File: config.mk
export PLATFORM = sky130hd
export DESIGN_NAME = chroni_vram_port_flat
export DESIGN_NICKNAME = d
export VERILOG_FILES = /design/src/rtl/chroni_pkg.sv /design/src/rtl/chroni_vram_port_if.sv /design/src/rtl/chroni_vram_arbiter.sv /design/src/rtl/chroni_vram_port.sv /design/src/flat_wrapper.sv
export SDC_FILE = /design/constraint.sdc
export NUM_CORES = 1
export LEC_CHECK = 0
export BUFFER_PORTS_ARGS = -buffer_cell sky130_fd_sc_hd__buf_2
export CAP_MARGIN = 40
export CORE_UTILIZATION = 35
export DETAILED_ROUTE_END_ITERATION = 8
export GPL_ROUTABILITY_DRIVEN = 0
export SYNTH_ARGS = -nofsm -noshare
export SYNTH_HDL_FRONTEND = slang
export SYNTH_SLANG_ARGS = --single-unit
File: constraint.sdc
create_clock -name sys_clk -period 2.49 [get_ports sys_clk]
set_clock_uncertainty 0.2 [all_clocks]
set_input_delay 0.3735 -clock sys_clk [delete_from_list [all_inputs] [get_ports sys_clk]]
set_output_delay 0.3735 -clock sys_clk [all_outputs]
set_load 0.02 [all_outputs]
File: src/rtl/chroni_pkg.sv
// Shared Chroni definitions: default bus widths, VRAM port IDs and the
// VRAM responder FSM state encoding.
package chroni_pkg;

  localparam int CHRONI_ADDR_W = 13;
  localparam int CHRONI_DATA_W = 8;

  localparam bit PORT_VID = 1'b0;
  localparam bit PORT_CPU = 1'b1;

  typedef enum logic [2:0] {
    ST_IDLE,
    ST_ISSUE,
    ST_WAIT,
    ST_ACK,
    ST_GAP
  } vram_state_e;

endpackage

File: src/rtl/chroni_vram_port_if.sv
// Video fetch, CPU and memory-macro signals of the VRAM responder; slave is the
// responder side, master the requester/memory side.
interface chroni_vram_port_if
  import chroni_pkg::*;
#(
  parameter int ADDR_W = CHRONI_ADDR_W,
  parameter int DATA_W = CHRONI_DATA_W
);
  logic              vid_rd_req;
  logic [ADDR_W-1:0] vid_addr;
  logic              vid_rd_ack;
  logic [DATA_W-1:0] vid_data;

  logic              cpu_rd_req;
  logic              cpu_wr_req;
  logic [ADDR_W-1:0] cpu_addr;
  logic [DATA_W-1:0] cpu_wr_data;
  logic              cpu_ack;
  logic [DATA_W-1:0] cpu_rd_data;

  logic [ADDR_W-1:0] mem_addr;
  logic [DATA_W-1:0] mem_wr_data;
  logic              mem_we;
  logic [DATA_W-1:0] mem_rd_data;

  modport slave (
    input  vid_rd_req, vid_addr, cpu_rd_req, cpu_wr_req, cpu_addr, cpu_wr_data, mem_rd_data,
    output vid_rd_ack, vid_data, cpu_ack, cpu_rd_data, mem_addr, mem_wr_data, mem_we
  );

  modport master (
    output vid_rd_req, vid_addr, cpu_rd_req, cpu_wr_req, cpu_addr, cpu_wr_data, mem_rd_data,
    input  vid_rd_ack, vid_data, cpu_ack, cpu_rd_data, mem_addr, mem_wr_data, mem_we
  );
endinterface

File: src/rtl/chroni_vram_arbiter.sv
// Video-priority grant with a burst counter that forces a CPU grant after
// VID_BURST_MAX consecutive video grants; grant is combinational, valid only when idle.
module chroni_vram_arbiter
  import chroni_pkg::*;
#(
  parameter int VID_BURST_MAX = 4
) (
  input  logic       clk,
  input  logic       rst_n,
  input  logic [1:0] req,
  input  logic       idle,
  output logic       grant,
  output logic       port
);

  logic [2:0] burst_cnt;
  logic       cpu_turn;

  always_comb begin
    cpu_turn = req[PORT_CPU] && (!req[PORT_VID] || burst_cnt == 3'(VID_BURST_MAX));
    grant    = idle && (req[PORT_VID] || req[PORT_CPU]);
    port     = cpu_turn ? PORT_CPU : PORT_VID;
  end

  // Counts only video grants that overtook a waiting CPU request.
  always_ff @(posedge clk or negedge rst_n) begin
    if (!rst_n) begin
      burst_cnt <= '0;
    end else if (!req[PORT_CPU]) begin
      burst_cnt <= '0;
    end else if (grant && port == PORT_CPU) begin
      burst_cnt <= '0;
    end else if (grant) begin
      burst_cnt <= burst_cnt + 3'd1;
    end
  end

endmodule

File: src/rtl/chroni_vram_port.sv
// Single-port VRAM responder for Chroni video fetch and CPU access; reads ack at
// cycle 2+MEM_LATENCY, writes at cycle 2, requests held until ack plus one GAP cycle.
module chroni_vram_port
  import chroni_pkg::*;
#(
  parameter int ADDR_W        = CHRONI_ADDR_W,
  parameter int DATA_W        = CHRONI_DATA_W,
  parameter int MEM_LATENCY   = 1,
  parameter int VID_BURST_MAX = 4
) (
  input logic               sys_clk,
  input logic               reset_n,
  chroni_vram_port_if.slave bus
);

  vram_state_e       state, state_nxt;
  logic [1:0]        req;
  logic              grant, gnt_port;
  logic [1:0]        lat_cnt;
  logic              lat_done;
  logic              port_q, wr_q;
  logic [ADDR_W-1:0] addr_q;
  logic [DATA_W-1:0] wdata_q, vid_data_q, cpu_data_q;

  always_comb begin
    req           = '0;
    req[PORT_VID] = bus.vid_rd_req;
    req[PORT_CPU] = bus.cpu_rd_req | bus.cpu_wr_req;
  end

  chroni_vram_arbiter #(.VID_BURST_MAX(VID_BURST_MAX)) u_arb (
    .clk   (sys_clk),
    .rst_n (reset_n),
    .req   (req),
    .idle  (state == ST_IDLE),
    .grant (grant),
    .port  (gnt_port)
  );

  assign lat_done = (lat_cnt == 2'(MEM_LATENCY - 1));

  always_ff @(posedge sys_clk or negedge reset_n) begin
    if (!reset_n) state <= ST_IDLE;
    else          state <= state_nxt;
  end

  always_comb begin
    state_nxt = state;
    unique case (state)
      ST_IDLE:  if (grant) state_nxt = ST_ISSUE;
      ST_ISSUE: state_nxt = wr_q ? ST_ACK : ST_WAIT;
      ST_WAIT:  if (lat_done) state_nxt = ST_ACK;
      ST_ACK:   state_nxt = ST_GAP;
      ST_GAP:   state_nxt = ST_IDLE;
      default:  state_nxt = ST_IDLE;
    endcase
  end

  always_ff @(posedge sys_clk or negedge reset_n) begin
    if (!reset_n) begin
      lat_cnt    <= '0;
      port_q     <= PORT_VID;
      wr_q       <= 1'b0;
      addr_q     <= '0;
      wdata_q    <= '0;
      vid_data_q <= '0;
      cpu_data_q <= '0;
    end else begin
      case (state)
        ST_IDLE: begin
          if (grant) begin
            port_q  <= gnt_port;
            addr_q  <= (gnt_port == PORT_CPU) ? bus.cpu_addr : bus.vid_addr;
            // Both CPU strobes high resolves to a write.
            wr_q    <= (gnt_port == PORT_CPU) && bus.cpu_wr_req;
            wdata_q <= bus.cpu_wr_data;
          end
        end
        ST_ISSUE: lat_cnt <= '0;
        ST_WAIT: begin
          lat_cnt <= lat_cnt + 2'd1;
          if (lat_done) begin
            if (port_q == PORT_VID) vid_data_q <= bus.mem_rd_data;
            else                    cpu_data_q <= bus.mem_rd_data;
          end
        end
        default: ;
      endcase
    end
  end

  assign bus.mem_addr    = addr_q;
  assign bus.mem_wr_data = wdata_q;
  assign bus.mem_we      = (state == ST_ISSUE) && wr_q;
  assign bus.vid_rd_ack  = (state == ST_ACK) && (port_q == PORT_VID);
  assign bus.cpu_ack     = (state == ST_ACK) && (port_q == PORT_CPU);
  assign bus.vid_data    = vid_data_q;
  assign bus.cpu_rd_data = cpu_data_q;

endmodule

File: src/flat_wrapper.sv
// flat-port wrapper written by rule: the top's interface ports become plain ports
module chroni_vram_port_flat import chroni_pkg::*;
#(
  parameter int ADDR_W        = CHRONI_ADDR_W,
  parameter int DATA_W        = CHRONI_DATA_W,
  parameter int MEM_LATENCY   = 1,
  parameter int VID_BURST_MAX = 4
)
  (sys_clk, reset_n, bus_vid_rd_req, bus_vid_addr, bus_cpu_rd_req, bus_cpu_wr_req, bus_cpu_addr, bus_cpu_wr_data, bus_mem_rd_data, bus_vid_rd_ack, bus_vid_data, bus_cpu_ack, bus_cpu_rd_data, bus_mem_addr, bus_mem_wr_data, bus_mem_we);
  chroni_vram_port_if #(.ADDR_W(ADDR_W), .DATA_W(DATA_W)) bus_i ();
  input logic sys_clk;
  input logic reset_n;
  input wire logic [$bits(bus_i.vid_rd_req)-1:0] bus_vid_rd_req;
  input wire logic [$bits(bus_i.vid_addr)-1:0] bus_vid_addr;
  input wire logic [$bits(bus_i.cpu_rd_req)-1:0] bus_cpu_rd_req;
  input wire logic [$bits(bus_i.cpu_wr_req)-1:0] bus_cpu_wr_req;
  input wire logic [$bits(bus_i.cpu_addr)-1:0] bus_cpu_addr;
  input wire logic [$bits(bus_i.cpu_wr_data)-1:0] bus_cpu_wr_data;
  input wire logic [$bits(bus_i.mem_rd_data)-1:0] bus_mem_rd_data;
  output wire logic [$bits(bus_i.vid_rd_ack)-1:0] bus_vid_rd_ack;
  output wire logic [$bits(bus_i.vid_data)-1:0] bus_vid_data;
  output wire logic [$bits(bus_i.cpu_ack)-1:0] bus_cpu_ack;
  output wire logic [$bits(bus_i.cpu_rd_data)-1:0] bus_cpu_rd_data;
  output wire logic [$bits(bus_i.mem_addr)-1:0] bus_mem_addr;
  output wire logic [$bits(bus_i.mem_wr_data)-1:0] bus_mem_wr_data;
  output wire logic [$bits(bus_i.mem_we)-1:0] bus_mem_we;
  assign bus_i.vid_rd_req = bus_vid_rd_req;
  assign bus_i.vid_addr = bus_vid_addr;
  assign bus_i.cpu_rd_req = bus_cpu_rd_req;
  assign bus_i.cpu_wr_req = bus_cpu_wr_req;
  assign bus_i.cpu_addr = bus_cpu_addr;
  assign bus_i.cpu_wr_data = bus_cpu_wr_data;
  assign bus_i.mem_rd_data = bus_mem_rd_data;
  assign bus_vid_rd_ack = bus_i.vid_rd_ack;
  assign bus_vid_data = bus_i.vid_data;
  assign bus_cpu_ack = bus_i.cpu_ack;
  assign bus_cpu_rd_data = bus_i.cpu_rd_data;
  assign bus_mem_addr = bus_i.mem_addr;
  assign bus_mem_wr_data = bus_i.mem_wr_data;
  assign bus_mem_we = bus_i.mem_we;
  chroni_vram_port #(.ADDR_W(ADDR_W), .DATA_W(DATA_W), .MEM_LATENCY(MEM_LATENCY), .VID_BURST_MAX(VID_BURST_MAX)) u_core (.sys_clk(sys_clk), .reset_n(reset_n), .bus(bus_i));
endmodule
==> qor.yml <==
hpwl_um: 3780
tightestPinTransition_ns: 0.633
power_density_nw_per_um2: 1380
drive_gt1_share_pct: 50.6
port_buffers: 86
n_fill_cell: 557
grt_max_degree: 28
grt_pass1_vias: 1642
start_util_pct: 36.8
dieArea_sq_um: 6620
synth_edf_count: 0
drv_cap: 0
post_drt_wl_per_cell_um: 15.4
fin_crit_ns: 2.26
cp-start-kind: "flop"
vias: 1747
nets: 312
setup_viol: 0
multiInputGateArea_sq_um: 921
layout.area.seq_sq_um: 1180
seq_area_frac_synth_pct: 53.4
period_share_pct: 90.9
critical_path_class: "flop to primary output"
dp.cells: 329
arrival_ns: 1.69
die_h_um: 81.3
rsz0062_at_grt: "no"
end_kind: "primary output"
yosysUniqueCellTypes: 35
clk_path_buf_depth: 2
num_rows: 28
required_ns: 1.92
diodes: 0
numCtsBuffers: 5
maxSlewViolCount: 0
io_pins: 87
power_leakage_uw: 0.00134
hold_viol_final: 0
synth_seq_cells: 47
relSlewSlack_pct: 57.5
cts-root-buf: "clkbuf_8"
grt-ovfl-total: 0
hp-class: "input port to flop"
timing.fmax_mhz: 442
tritoncts: "yes"
async_reset_ff_share_pct: 100
clk_latency_ns: 0.30
core_sq_um: 5990
clk_pin_slew_ns: 0.09
cts_sinks: 47
mappedNetlistArea_sq_um: 2200
status: "finished clean"
drt-total-wl_um: 5220
synth_cells: 173
area_growth_pct: 28.6
antenna_found_initial: 0
grt_pass1_wl_um: 8230
ys.flop_type: "dfrtp_1"
grt_use_total_pct: 17.0
detail-route-antenna-nets: 0
instances_no_fill: 338
vdd_drop_max_v: 0.000684
crit_fanout: 11
drtIter0Drc: 93
syn_nets: 223
via_per_inst: 5.17
avgSynthCellArea_sq_um: 12.7
firstDrtPassIters: 5
die_w_um: 81.3
finalSetupTns_ns: 0
drc: 0
yosys_warnings: 0
h-tree-depth: 2
-- per-layer routing --
metal	GRT usage (%)	share of wire [%]
met5	0	0
met4	7.86	1.8
met3	3.93	6.4
met2	24.1	44
met1	24.3	47
-- state kept, by name, summed over array words and instances, names as in the netlist --
register / flops
u_core.lat_cnt: 2
u_core.wr_q: 1
u_core.u_arb.burst_cnt: 3
u_core.bus.vid_data: 8
u_core.bus.cpu_rd_data: 8
u_core.bus.mem_wr_data: 8
u_core.state: 3
u_core.port_q: 1
u_core.bus.mem_addr: 13
-- synthesized netlist by cell type (2+ instances only) --
cell type | n | area share [%]
nor2_1 | 4 | 0.68
dfrtp_1 | 47 | 53
mux2_4 | 7 | 4.8
a21oi_1 | 3 | 0.68
mux2_2 | 17 | 8.7
nor3_1 | 2 | 0.45
inv_1 | 4 | 0.68
o21ai_0 | 17 | 3.9
buf_6 | 3 | 1.5
nand2_1 | 6 | 1.0
ha_1 | 3 | 1.7
nor2b_1 | 3 | 0.85
o211ai_1 | 2 | 0.68
a311oi_1 | 13 | 5.2
a2bb2oi_1 | 13 | 5.2
buf_2 | 3 | 0.68
clkbuf_1 | 6 | 1.0
a21o_1 | 3 | 1.0
-- power by group --
part / leakage, uW / internal, uW / total (uW) / switching, uW
Sequential: 0.000557 / 1140 / 1410 / 267
Clock: 0.0000548 / 302 / 569 / 267
Combinational: 0.000725 / 900 / 1920 / 1020
-- what timing repair did --
| action | in CTS | in global routing |
|---|---|---|
| buffers inserted | 0 | 0 |
| gates resized for setup | 0 | 0 |
| hold endpoints to repair | 20 | 0 |
| endpoints found under the setup margin | 0 | 0 |
| hold buffers | 1 | 0 |
-- final cells by class --
| class | count | share of cell area (%) |
|---|---|---|
| multi-input cells | 109 | 32.5 |
| inverters | 4 | 0.530 |
| clock buffers | 5 | 2.43 |
| clock inverters | 3 | 1.63 |
| well taps | 75 | 3.31 |
| repair buffers | 95 | 18.1 |
| flip-flops and latches | 47 | 41.5 |
-- cells by family (layout without fill, tap and decap cells) --
logic type	count (synthesis)	count (layout)	share of synthesized area, %
AOI/OAI and AO/OA	55	55	18.5
muxes	25	25	13.9
xor gates and xnor gates	1	1	0.398
buffers and inverters	17	107	4.83
and+or+nand+nor	25	25	7.33
adders and majority gates	3	3	1.70
DFF	47	47	53.4
-- cell usage in the layout, fill, tap and decap left out, types with 5 or more instances in the layout --
master / instances
mux2_2: 17
a2bb2oi_1: 13
nand2_1: 6
buf_4: 7
dfrtp_1: 47
a311oi_1: 13
o21ai_0: 17
clkbuf_8: 5
buf_2: 86
mux2_4: 7
-- stage by stage --
step                hold WS [ns]  setup WS [ns]  area, sq um  power, uW  util (%)
floorplan                 -0.122          0.594         2200       2840         -
global placement           0.182          0.330         2710       3320      45.2
detailed placement         0.188          0.298         2710       3350      45.2
CTS                       0.0884          0.207         2830       3930      47.3
global route              0.0896         0.0481         2830       4160      47.3
finish                    0.0989          0.228         2830       3900      47.3
-- critical path, stage by stage, from the launching register on --
cell,delay (ns)
dfrtp_1,0.55
nor2b_1,0.31
and2_1,0.19
nor2b_1,0.16
buf_2,0.18
-- final timing paths --
check	from	endpoint	cells after the start	slack [ns]
worst max-delay path	u_core.state[1]	bus_vid_rd_ack	4	0.23
worst min-delay path	bus_cpu_wr_data[4]	u_core.bus.mem_wr_data[4]	2	0.1
worst max register to register	u_core.state[0]	u_core.bus.mem_wr_data[0]	3	0.29
worst min register to register	u_core.lat_cnt[1]	u_core.lat_cnt[1]	2	0.30
max in group asynchronous	reset_n	u_core.bus.mem_wr_data[6]	3	1.18
min in group asynchronous	reset_n	u_core.bus.mem_addr[9]	2	0.39
No activity file was read; power rests on OpenSTA's default activity.
